===== config.mk =====
export PLATFORM = sky130hd
export DESIGN_NAME = mem_bus_arbiter
export DESIGN_NICKNAME = d
export VERILOG_FILES = /design/src/rtl/mem_bus_arbiter_pkg.sv /design/src/rtl/mem_bus_arbiter_watchdog.sv /design/src/rtl/mem_bus_arbiter.sv
export SDC_FILE = /design/constraint.sdc
export NUM_CORES = 1
export LEC_CHECK = 0
export CAP_MARGIN = 0
export CORE_AREA = 10 10 130 132
export DETAILED_ROUTE_END_ITERATION = 6
export DIE_AREA = 0 0 140 142
export GPL_TIMING_DRIVEN = 0
export PLACE_DENSITY = 0.92
export SYNTH_ARGS = -nofsm -noshare
export SYNTH_HDL_FRONTEND = slang
export SYNTH_HIERARCHICAL = 1
export SYNTH_SLANG_ARGS = --single-unit

===== constraint.sdc =====
create_clock -name clk -period 3 [get_ports clk]
set_input_delay 0.45 -clock clk [delete_from_list [all_inputs] [get_ports clk]]
set_output_delay 0.45 -clock clk [all_outputs]
set_load 0.05 [all_outputs]

===== src/rtl/mem_bus_arbiter_pkg.sv =====
// Shared types and widths for the IF/MEM single-port bus arbiter.
package mem_bus_arbiter_pkg;

    localparam int unsigned ADDR_BUS = 32;
    localparam int unsigned DATA_BUS = 32;
    localparam int unsigned SEL_W    = 4;

    localparam logic [SEL_W-1:0] IF_SEL = 4'hF;

    typedef enum logic [1:0] {
        ST_IDLE     = 2'd0,
        ST_IF_BUSY  = 2'd1,
        ST_MEM_BUSY = 2'd2,
        ST_DONE     = 2'd3
    } state_e;

endpackage


===== src/rtl/mem_bus_arbiter_watchdog.sv =====
// Bus watchdog: counts BUSY cycles without bus_ready and flags expiry on the TIMEOUT-th one.
module arb_watchdog #(
    parameter int unsigned TIMEOUT = 255
) (
    input  logic clk,
    input  logic rst,
    input  logic clear,
    input  logic enable,
    output logic expire_c
);

    localparam int unsigned CNT_W = (TIMEOUT < 2) ? 1 : $clog2(TIMEOUT);

    logic [CNT_W-1:0] cnt_q;
    logic [CNT_W-1:0] cnt_d;

    always_comb begin
        cnt_d = cnt_q;
        if (clear) begin
            cnt_d = '0;
        end else if (enable) begin
            cnt_d = cnt_q + CNT_W'(1);
        end
    end

    always_ff @(posedge clk) begin
        if (rst) begin
            cnt_q <= '0;
        end else begin
            cnt_q <= cnt_d;
        end
    end

    // A zero TIMEOUT disables expiry entirely.
    assign expire_c = (TIMEOUT != 0) && enable && (cnt_q == CNT_W'(TIMEOUT - 1));

endmodule


===== src/rtl/mem_bus_arbiter.sv =====
// Single-port memory bus arbiter: MEM has fixed priority over IF, one access per IDLE->BUSY->DONE pass.
module mem_bus_arbiter
    import mem_bus_arbiter_pkg::*;
#(
    parameter int unsigned ADDR_W  = ADDR_BUS,
    parameter int unsigned DATA_W  = DATA_BUS,
    parameter int unsigned TIMEOUT = 255
) (
    input  logic              clk,
    input  logic              rst,
    input  logic              if_req,
    input  logic [ADDR_W-1:0] if_addr,
    output logic [DATA_W-1:0] if_rdata,
    output logic              if_done,
    input  logic              mem_req,
    input  logic              mem_write_en,
    input  logic [ADDR_W-1:0] mem_addr,
    input  logic [DATA_W-1:0] mem_wdata,
    input  logic [SEL_W-1:0]  mem_sel,
    output logic [DATA_W-1:0] mem_rdata,
    output logic              mem_done,
    output logic              bus_en,
    output logic              bus_write_en,
    output logic [ADDR_W-1:0] bus_addr,
    output logic [DATA_W-1:0] bus_wdata,
    output logic [SEL_W-1:0]  bus_sel,
    input  logic [DATA_W-1:0] bus_rdata,
    input  logic              bus_ready,
    output logic              stall_req_if,
    output logic              stall_req_mem,
    output logic              bus_err
);

    state_e            state_q, state_d;
    logic              bus_en_q, bus_en_d;
    logic              bus_write_en_q, bus_write_en_d;
    logic [ADDR_W-1:0] bus_addr_q, bus_addr_d;
    logic [DATA_W-1:0] bus_wdata_q, bus_wdata_d;
    logic [SEL_W-1:0]  bus_sel_q, bus_sel_d;
    logic [DATA_W-1:0] if_rdata_q, if_rdata_d;
    logic [DATA_W-1:0] mem_rdata_q, mem_rdata_d;
    logic              if_done_q, if_done_d;
    logic              mem_done_q, mem_done_d;
    logic              bus_err_q, bus_err_d;

    logic busy;
    logic wd_expire_c;

    assign busy = (state_q == ST_IF_BUSY) || (state_q == ST_MEM_BUSY);

    arb_watchdog #(
        .TIMEOUT (TIMEOUT)
    ) u_watchdog (
        .clk      (clk),
        .rst      (rst),
        .clear    (~busy),
        .enable   (busy & ~bus_ready),
        .expire_c (wd_expire_c)
    );

    // Next state and datapath; bus_ready takes precedence over a same-cycle expiry.
    always_comb begin
        state_d        = state_q;
        bus_en_d       = bus_en_q;
        bus_write_en_d = bus_write_en_q;
        bus_addr_d     = bus_addr_q;
        bus_wdata_d    = bus_wdata_q;
        bus_sel_d      = bus_sel_q;
        if_rdata_d     = if_rdata_q;
        mem_rdata_d    = mem_rdata_q;
        if_done_d      = 1'b0;
        mem_done_d     = 1'b0;
        bus_err_d      = 1'b0;

        unique case (state_q)
            ST_IDLE: begin
                if (mem_req) begin
                    state_d        = ST_MEM_BUSY;
                    bus_en_d       = 1'b1;
                    bus_write_en_d = mem_write_en;
                    bus_addr_d     = mem_addr;
                    bus_wdata_d    = mem_wdata;
                    bus_sel_d      = mem_sel;
                end else if (if_req) begin
                    state_d        = ST_IF_BUSY;
                    bus_en_d       = 1'b1;
                    bus_write_en_d = 1'b0;
                    bus_addr_d     = if_addr;
                    bus_wdata_d    = '0;
                    bus_sel_d      = IF_SEL;
                end
            end
            ST_IF_BUSY, ST_MEM_BUSY: begin
                if (bus_ready) begin
                    state_d  = ST_DONE;
                    bus_en_d = 1'b0;
                    if (state_q == ST_MEM_BUSY) begin
                        mem_done_d = 1'b1;
                        if (!bus_write_en_q) begin
                            mem_rdata_d = bus_rdata;
                        end
                    end else begin
                        if_done_d  = 1'b1;
                        if_rdata_d = bus_rdata;
                    end
                end else if (wd_expire_c) begin
                    state_d   = ST_DONE;
                    bus_en_d  = 1'b0;
                    bus_err_d = 1'b1;
                    if (state_q == ST_MEM_BUSY) begin
                        mem_done_d  = 1'b1;
                        mem_rdata_d = '0;
                    end else begin
                        if_done_d  = 1'b1;
                        if_rdata_d = '0;
                    end
                end
            end
            ST_DONE: begin
                state_d = ST_IDLE;
            end
            default: begin
                state_d  = ST_IDLE;
                bus_en_d = 1'b0;
            end
        endcase
    end

    always_ff @(posedge clk) begin
        if (rst) begin
            state_q        <= ST_IDLE;
            bus_en_q       <= 1'b0;
            bus_write_en_q <= 1'b0;
            bus_addr_q     <= '0;
            bus_wdata_q    <= '0;
            bus_sel_q      <= '0;
            if_rdata_q     <= '0;
            mem_rdata_q    <= '0;
            if_done_q      <= 1'b0;
            mem_done_q     <= 1'b0;
            bus_err_q      <= 1'b0;
        end else begin
            state_q        <= state_d;
            bus_en_q       <= bus_en_d;
            bus_write_en_q <= bus_write_en_d;
            bus_addr_q     <= bus_addr_d;
            bus_wdata_q    <= bus_wdata_d;
            bus_sel_q      <= bus_sel_d;
            if_rdata_q     <= if_rdata_d;
            mem_rdata_q    <= mem_rdata_d;
            if_done_q      <= if_done_d;
            mem_done_q     <= mem_done_d;
            bus_err_q      <= bus_err_d;
        end
    end

    assign bus_en       = bus_en_q;
    assign bus_write_en = bus_write_en_q;
    assign bus_addr     = bus_addr_q;
    assign bus_wdata    = bus_wdata_q;
    assign bus_sel      = bus_sel_q;
    assign if_rdata     = if_rdata_q;
    assign mem_rdata    = mem_rdata_q;
    assign if_done      = if_done_q;
    assign mem_done     = mem_done_q;
    assign bus_err      = bus_err_q;

    // Each stage stays stalled until its own done pulse.
    assign stall_req_mem = mem_req & ~mem_done_q;
    assign stall_req_if  = if_req & ~if_done_q;

endmodule


Yosys cells after proc, flatten, opt, wreduce, memory -nomap -nowiden --
Index checks and enable logic that the tools add are counted.
Storage, ports and cells: flip-flop bits (word level) 147, input bits 138, output and inout port bits 139
Operators by class: $add $sub $neg 1, multiplexer cells 34, equal/unequal tests 7, reduce and logical (&&, ||, !) cells 15, bitwise gates (word level) 9
Operators with widths (number):
- $mux 32 | 13
- $mux 1 | 13
- $add 8x1->8 const B | 1
- $eq 8x8->1 const B | 1
- $mux 2 | 4
- $mux 4 | 2
- $not 1->1 | 6
- $pmux 2 s3 | 1
- $reduce_and 3->1 | 2
- $reduce_bool 2->1 | 3
- $reduce_or 2->1 | 3
- $eq 2x2->1 const B | 2
- $reduce_and 2->1 | 2
- $reduce_and 4->1 | 1
- $and 1x1->1 | 3
- $ne 3x2->1 const B | 1
- $ne 3x3->1 const B | 1
- $reduce_or 3->1 | 1
- $eq 2x1->1 const B | 1
- $logic_not 2->1 | 1
- $ne 2x2->1 const B | 1
- $pmux 1 s2 | 1
- $logic_and 1x1->1 | 1
- $logic_or 1x1->1 | 1

Logic depth before layout (Yosys ltp) --
Gate-level depths: netlist (run 1).
depth after elaboration 7, gate-level depth with buffers 12

Cells and area by module --
Netlist (run 1), hierarchy kept.
By module, submodules not included:
- mem_bus_arbiter | seq. area each 2782.7 sq um, instances 1, area each 5393.9 sq um, cells an instance 533
- arb_watchdog | seq. area each 160.2 sq um, instances 1, area each 377.9 sq um, cells an instance 42

Least setup slack after synthesis (run 1) --
OpenSTA, ideal clock, no wires.
path type reg2reg, start point register state_q[1], end point register mem_rdata_q[10], in the netlist mem_rdata[10], path buffers 3, arrival 2223 ps, cell stages (with the launch flop) 13, slack 660 ps, clock period less this slack 2340 ps, data required time 2883 ps, setup time 117 ps, cells stage by stage dfxtp_1 -> inv_1 -> ha_1 -> buf_2 -> inv_2 -> nor2_1 -> buf_4 -> nand4_4 -> nor2_1 -> nor2b_2 -> o21ai_4 -> buf_6 -> a32o_1
Between the ends: word-level cells in the longest chain between the ends 6, elaborated cells between the ends (all ways) 8, classes of those cells eq/ne: 2; bitwise: 1; reduce/logical: 5
Ends and longest elaborated chain:
- start, declared | line mem_bus_arbiter.sv:34 | state_e state_q, state_d;
- start signal, assigned | line mem_bus_arbiter.sv:143 | state_q <= state_d;
- $eq 2x1->1 or $eq 2x2->1 (tied branches) | line mem_bus_arbiter.sv:49 | assign busy = (state_q == ST_IF_BUSY) || (state_q == ST_MEM_BUSY);
- $logic_or 1x1->1 (*) | line mem_bus_arbiter.sv:49
- $and 1x1->1 (*) | line mem_bus_arbiter.sv:57 | .enable (busy & ~bus_ready),
- $logic_and 1x1->1 (*) | line mem_bus_arbiter_watchdog.sv:35 | assign expire_c = (TIMEOUT != 0) && enable && (cnt_q == CNT_W'(TIMEOUT - 1));
- net wd_expire_c | line mem_bus_arbiter.sv:47 | logic wd_expire_c;
- $reduce_bool 2->1 (no source line) (*)
- $reduce_and 4->1 (no source line) (*)
- end signal, assigned | line mem_bus_arbiter.sv:150 | mem_rdata_q <= mem_rdata_d;
- end, declared | line mem_bus_arbiter.sv:41 | logic [DATA_W-1:0] mem_rdata_q, mem_rdata_d;
Mark *: on every way through the listed nets, which the timed path passes. The rest lies on a longest branch. A chain may end at the register's enable or synchronous reset.

Worst setup path in the final report (run 1) --
start point input port mem_req, end point output port stall_req_mem
Between the ends: word-level cells in the longest chain between the ends 1
Ends and longest elaborated chain:
- start, declared | line mem_bus_arbiter.sv:15 | input logic mem_req,
- $and 1x1->1 | line mem_bus_arbiter.sv:169 | assign stall_req_mem = mem_req & ~mem_done_q;
- end, declared | line mem_bus_arbiter.sv:30 | output logic stall_req_mem,
Every way passes these cells.

==> results.cfg, run 1 <==
[flow_run]
cap_viol_max_count = 0

[synthesis]
synthFlopType = dfxtp_1
synth_edf_count = 0
yosysWarnings = 6
yosysTopAreaCell = dfxtp_1
syn_area_um2 = 5770
synth_top_area_share_pct = 51.0
syn_nets = 719
avgSynthCellArea_um2 = 10.0
synthDistinctLibCells = 40
yosys-top-cells-count = 147 x dfxtp_1, 72 x nor2_1, 38 x a21oi_1
synthArstFlopShare_pct = 0
seq_area_frac_synth_pct = 51.0
yosysMostFrequentCell = dfxtp_1
synthTopCellsByArea = dfxtp_1 51%, a32o_1 5.5%, mux2i_1 5.5%
syn_inst = 575
ys_ff_latch = 147

[route]
drt_wl_total_mm = 22.2
drt_pass1_iterations = 5
drt-vias-per-instance = 5.43
first_iter_violations = 305
wl_per_cell_um = 20.8
drc = 0
ant_nets = 0
vias = 5792

[cts]
cts_buffers = 17
ctsResizeCount = 0
cts_root_buffer = clkbuf_16
cts_tree = done
cts_buffer_depth = 2
clock_latency_ns = 0.42
cts_hold_buf = 0
path_clk_slew_ns = 0.06
htree_levels = 4
clock-sinks = 147
cts_setup_buffers = 0

[floorplan]
pin_count = 277
die_y_um = 142
start_util_pct = 40.3
core_um2 = 14300
rows = 44
die_w_um = 140
fp.dieArea_um2 = 19900

[hold_path]
hold_path_class = reg2reg
worstHoldPathCells = 2
min_to = if_rdata[25]$_SDFFE_PP0P_
hold_start = if_rdata[25]$_SDFFE_PP0P_

[critical_path]
cp.arrival_ns = 2.40
r2r_setup_slack_ns = 0.29
endpoint_kind = output port
reg2reg_to = mem_rdata[14]$_SDFFE_PP0P_
worstReg2RegStart = state_q[1]$_SDFFE_PP0P_
crit_type = in2out
reg2regPathDepth = 12
crit_path_start_kind = input port
cp.required_ns = 2.55
worstPathMaxFanout = 10

[timing]
drv_slew = 0
skew_ns = 0.00897
setup_violations = 0
finalCritPeriodShare_pct = 95.0
max_slew.worst_pin.slew_ns = 0.582
fin_setup_tns_ns = 0
period_minus_slack_ns = 2.85
hold_viol = 0
slew_headroom_pct = 61.1
rsz0062_at_grt = no
fmax_mhz = 351
setup_ws_ns = 0.151

[cells_and_area]
instances_no_fill = 1067
drive_gt1_share_pct = 9.97
syn2layout_area_growth_pct = 62.9
nNetsFinal = 1014
diodes = 0
utilization_pct = 65.7

[global_routing]
grt_remaining_overflow = 0
grt_max_degree = 17
grt_usage_pct = 21.4
first_global_vias = 6009
antenna_found_initial = 0
grt_pass1_wl_mm = 34.1

[outcome]
status = completed

[power]
irDropWorstVdd_v = 0.000500
leakage_nw = 3.50
power.density_nw_per_um2 = 996

[place]
hpwlAfterDp_mm = 16.8
pre_cts_ws_ns = 0.0976
port-buffer-count = 276
gp_congestion = 0.822
numPlacedInstances = 1035
==> report_power, final <==
part	internal, mW	switching [mW]
combinational	1.51	2.97
sequential	2.37	0.219
clock	1.44	0.844
==> cells in the final DEF, fill, tap and decap left out, types with 32 or more instances in the layout <==
cell type | Yosys | routed
a22oi_1 | 33 | 33
o21ai_1 | 36 | 36
dfxtp_1 | 147 | 147
a21oi_1 | 38 | 38
nor2_1 | 72 | 72
mux2i_1 | 32 | 32
clkdlybuf4s50_1 | 0 | 276
a32o_1 | 32 | 32
nand4_1 | 36 | 36
==> worst max-delay path by stage <==
stage	startpoint	end	slack (ns)	depth (start not counted)
CTS	mem_req	stall_req_mem	0.13	5
detailed placement	bus_ready	mem_rdata[26]$_SDFFE_PP0P_	0.1	10
finish	mem_req	stall_req_mem	0.15	5
floorplan	state_q[1]$_SDFFE_PP0P_	mem_rdata[10]$_SDFFE_PP0P_	0.66	12
global placement	bus_ready	mem_rdata[20]$_SDFFE_PP0P_	0.14	10
global route	state_q[1]$_SDFFE_PP0P_	mem_rdata[22]$_SDFFE_PP0P_	0.07	12
==> critical path, cell delays in order <==
cell and delay, ns:
clkdlybuf4s50_1 0.53, buf_6 0.19, buf_4 0.24, nor2b_1 0.16, clkdlybuf4s50_1 0.82
==> cell type report <==
class | instances | area (µm²)
clock buffer | 21 | 460
timing repair buffer | 276 | 2760
buffer | 60 | 340
tap | 184 | 230
sequential | 147 | 2940
multi-input combinational | 361 | 2460
fill | 1106 | 4910
inverter | 7 | 26.3
clock inverter | 11 | 175
==> per-layer routing <==
layer / GRT usage [%] / wire length [µm]
met1: 23.8 / 8730
met2: 36.3 / 11000
met3: 6.88 / 1750
met4: 10.2 / 736
met5: 0 / 0
==> logic make-up after synthesis <==
kind of cell	share of synthesized area, %
adders and majority gates	1.30
AOI/OAI and AO/OA	23.5
muxes	5.55
DFF	51.0
buffers and inverters	6.35
and+or+nand+nor	11.7
xor gates and xnor gates	0.607
==> stage by stage <==
stage / area (µm²) / hold slack (ns) / power (mW)
after global routing: 9400 / 0.496 / 9.79
after global placement: 8760 / 0.462 / 6.98
final: 9400 / 0.480 / 9.36
after floorplan: 5770 / 0.458 / 5.56
after detailed placement: 8760 / 0.470 / 7.08
after CTS: 9400 / 0.478 / 9.39
==> state kept, by name, indices dropped and copies added (netlist names) <==
signal and flops:
bus_addr 32, bus_en 1, bus_err 1, bus_sel 4, bus_wdata 32, bus_write_en 1, if_done 1, if_rdata 32
mem_done 1, mem_rdata 32, state_q 2, u_watchdog/cnt_q 8
No activity file was read; power rests on OpenSTA's default activity.
==> run 2: changes to the inputs <==
--- a/config.mk
+++ b/config.mk
@@ -5,12 +5,12 @@
 export SDC_FILE = /design/constraint.sdc
 export NUM_CORES = 1
 export LEC_CHECK = 0
-export CAP_MARGIN = 0
 export CORE_AREA = 10 10 130 132
 export DETAILED_ROUTE_END_ITERATION = 6
 export DIE_AREA = 0 0 140 142
 export GPL_TIMING_DRIVEN = 0
 export PLACE_DENSITY = 0.92
+export SLEW_MARGIN = 20
 export SYNTH_ARGS = -nofsm -noshare
 export SYNTH_HDL_FRONTEND = slang
 export SYNTH_HIERARCHICAL = 1
==> constraint.sdc (replaced) <==
create_clock -name clk -period 3 [get_ports clk]
set_input_delay 0.45 -clock clk [delete_from_list [all_inputs] [get_ports clk]]
set_output_delay 0.45 -clock clk [all_outputs]
set_load 0.005 [all_outputs]
==> results of run 2 <==
The final DEF is identical to that of run 1. Status: completed.
Among the figures that moved: setup slack after layout 0.151 ns -> 0.287 ns; start point of the critical path mem_req -> state_q[1]$_SDFFE_PP0P_; end point of the critical path stall_req_mem -> mem_rdata[14]$_SDFFE_PP0P_; total power 9.36 mW -> 8.03 mW; worst IR drop on VDD 0.000500 V -> 0.000425 V
==> run 3: changes to the inputs <==
--- a/config.mk
+++ b/config.mk
@@ -5,9 +5,9 @@
 export SDC_FILE = /design/constraint.sdc
 export NUM_CORES = 1
 export LEC_CHECK = 0
-export CORE_AREA = 10 10 130 132
+export CORE_AREA = 2 2 122 124
 export DETAILED_ROUTE_END_ITERATION = 6
-export DIE_AREA = 0 0 140 142
+export DIE_AREA = 0 0 124 126
 export GPL_TIMING_DRIVEN = 0
 export PLACE_DENSITY = 0.92
 export SLEW_MARGIN = 20
==> results.cfg, run 3 (synthesized netlist as in run 1, its figures left out) <==
[place]
gp_congestion = 0.837
port-buffer-count = 276
placed_area_um2 = 8760
hpwlAfterDp_mm = 14.0

[critical_path]
crit_type = reg2reg
endpoint_kind = flop
r2r_setup_slack_ns = 0.26
cp.required_ns = 3.30
crit_path_start_kind = flop
cp.arrival_ns = 3.04
worstPathMaxFanout = 10

[timing]
finalCritPeriodShare_pct = 91.3
hold_viol = 0
slew_headroom_pct = 62.7
max_slew.worst_pin.slew_ns = 0.559
skew_ns = 0.00914
period_minus_slack_ns = 2.74
fmax_mhz = 365
setup_violations = 0
fin_setup_tns_ns = 0
rsz0062_at_grt = no
drv_slew = 0

[cells_and_area]
drive_gt1_share_pct = 9.98
nNetsFinal = 1014
fill_cells = 1113
diodes = 0
design_area_um2 = 9330
final_common_cell = clkdlybuf4s50_1
register_area_um2 = 2940
multi_input_area_um2 = 2460
syn2layout_area_growth_pct = 61.7
most-common-layout-cells = 276 x clkdlybuf4s50_1, 147 x dfxtp_1, 72 x nor2_1

[power]
leakage_nw = 3.46
power.density_nw_per_um2 = 825
irDropWorstVdd_v = 0.000453

[cts]
cts_setup_buffers = 0
cts_buffer_depth = 2
ctsResizeCount = 0
clock_latency_ns = 0.41
cts_root_buffer = clkbuf_16
cts_buffers = 17
cts_hold_buf = 0
htree_levels = 4
clock-sinks = 147
path_clk_slew_ns = 0.06
cts_tree = done

[floorplan]
die_y_um = 126
pin_count = 277
start_util_pct = 40.3
rows = 44
fp.dieArea_um2 = 15600
die_w_um = 124
core_um2 = 14300

[route]
vias = 5681
first_iter_violations = 338
drt-vias-per-instance = 5.33
drc = 0
wl_per_cell_um = 17.4
ant_nets = 0
drt_wl_total_mm = 18.5
drt_pass1_iterations = 7

[hold_path]
hold_path_class = reg2reg

[global_routing]
grt_pass1_wl_mm = 27.6
grt_usage_pct = 22.8
antenna_found_initial = 0
grt_max_degree = 17
first_global_vias = 5488
grt_remaining_overflow = 0

[flow_run]
cap_viol_max_count = 0

[outcome]
status = completed
==> run 3: cell count changes in the layout (fill, tap and decap cells not counted) <==
cell,before,now
bufinv_16,4,2
clkinv_2,1,4
clkinv_4,3,1
clkbuf_1,22,21
clkinvlp_4,2,4
clkbuf_8,2,0
inv_6,1,2
==> run 3: final cells by class <==
cell class / count / share of cell area [%]
flip-flops and latches: 147 / 31.5
repair buffers: 276 / 29.6
multi-input cells: 361 / 26.4
clock buffers: 18 / 4.60
plain buffers: 60 / 3.65
well taps: 184 / 2.47
clock inverters: 13 / 1.46
inverters: 7 / 0.282
==> run 3: through the flow <==
stage | hold WS, ns | total power [mW] | utilization (%) | worst slack, ns | std cells
6_report | 0.481 | 7.70 | 65.2 | 0.262 | 1066
5_1_grt | 0.500 | 8.15 | 65.2 | 0.0758 | 1066
3_5_place_dp | 0.472 | 5.70 | 61.2 | 0.119 | 1035
3_3_place_gp | 0.462 | 5.61 | 61.2 | 0.193 | 1035
4_1_cts | 0.477 | 7.75 | 65.2 | 0.270 | 1066
2_1_floorplan | 0.458 | 4.23 | - | 0.660 | 575
==> run 3: per-layer routing <==
metal / share of wire (%) / routed length [µm] / track usage, % / up-vias
met3: 9.7 / 1790 / 6.07 / 28
met4: 2.2 / 414 / 10.8 / 0
met5: 0 / 0 / 0 / -
li1: - / - / - / 2733
met1: 38 / 7030 / 25.4 / 2670
met2: 50 / 9260 / 39.9 / 250
==> run 3: report_power, final <==
group / internal [mW] / switching [mW]
Combinational: 1.51 / 1.57
Sequential: 2.37 / 0.222
Clock: 1.22 / 0.813
Total: 5.10 / 2.60
==> run 3: final timing paths <==
path,from,to,cells past startpoint
worst min-delay path,if_rdata[29]$_SDFFE_PP0P_,if_rdata[29]$_SDFFE_PP0P_,2
worst max-delay path,state_q[1]$_SDFFE_PP0P_,mem_rdata[10]$_SDFFE_PP0P_,12
worst min register to register,if_rdata[29]$_SDFFE_PP0P_,if_rdata[29]$_SDFFE_PP0P_,2
worst max register to register,state_q[1]$_SDFFE_PP0P_,mem_rdata[10]$_SDFFE_PP0P_,12
==> run 3: critical path, cell delays in order, from the launching register on <==
cell and delay (ns):
dfxtp_1 0.36, inv_1 0.08, ha_1 0.27, buf_2 0.21
inv_2 0.09, nor2_1 0.14, buf_4 0.18, nand4_4 0.13
nor2_1 0.34, nor2b_2 0.28, o21ai_4 0.10, buf_6 0.16
a32o_1 0.27
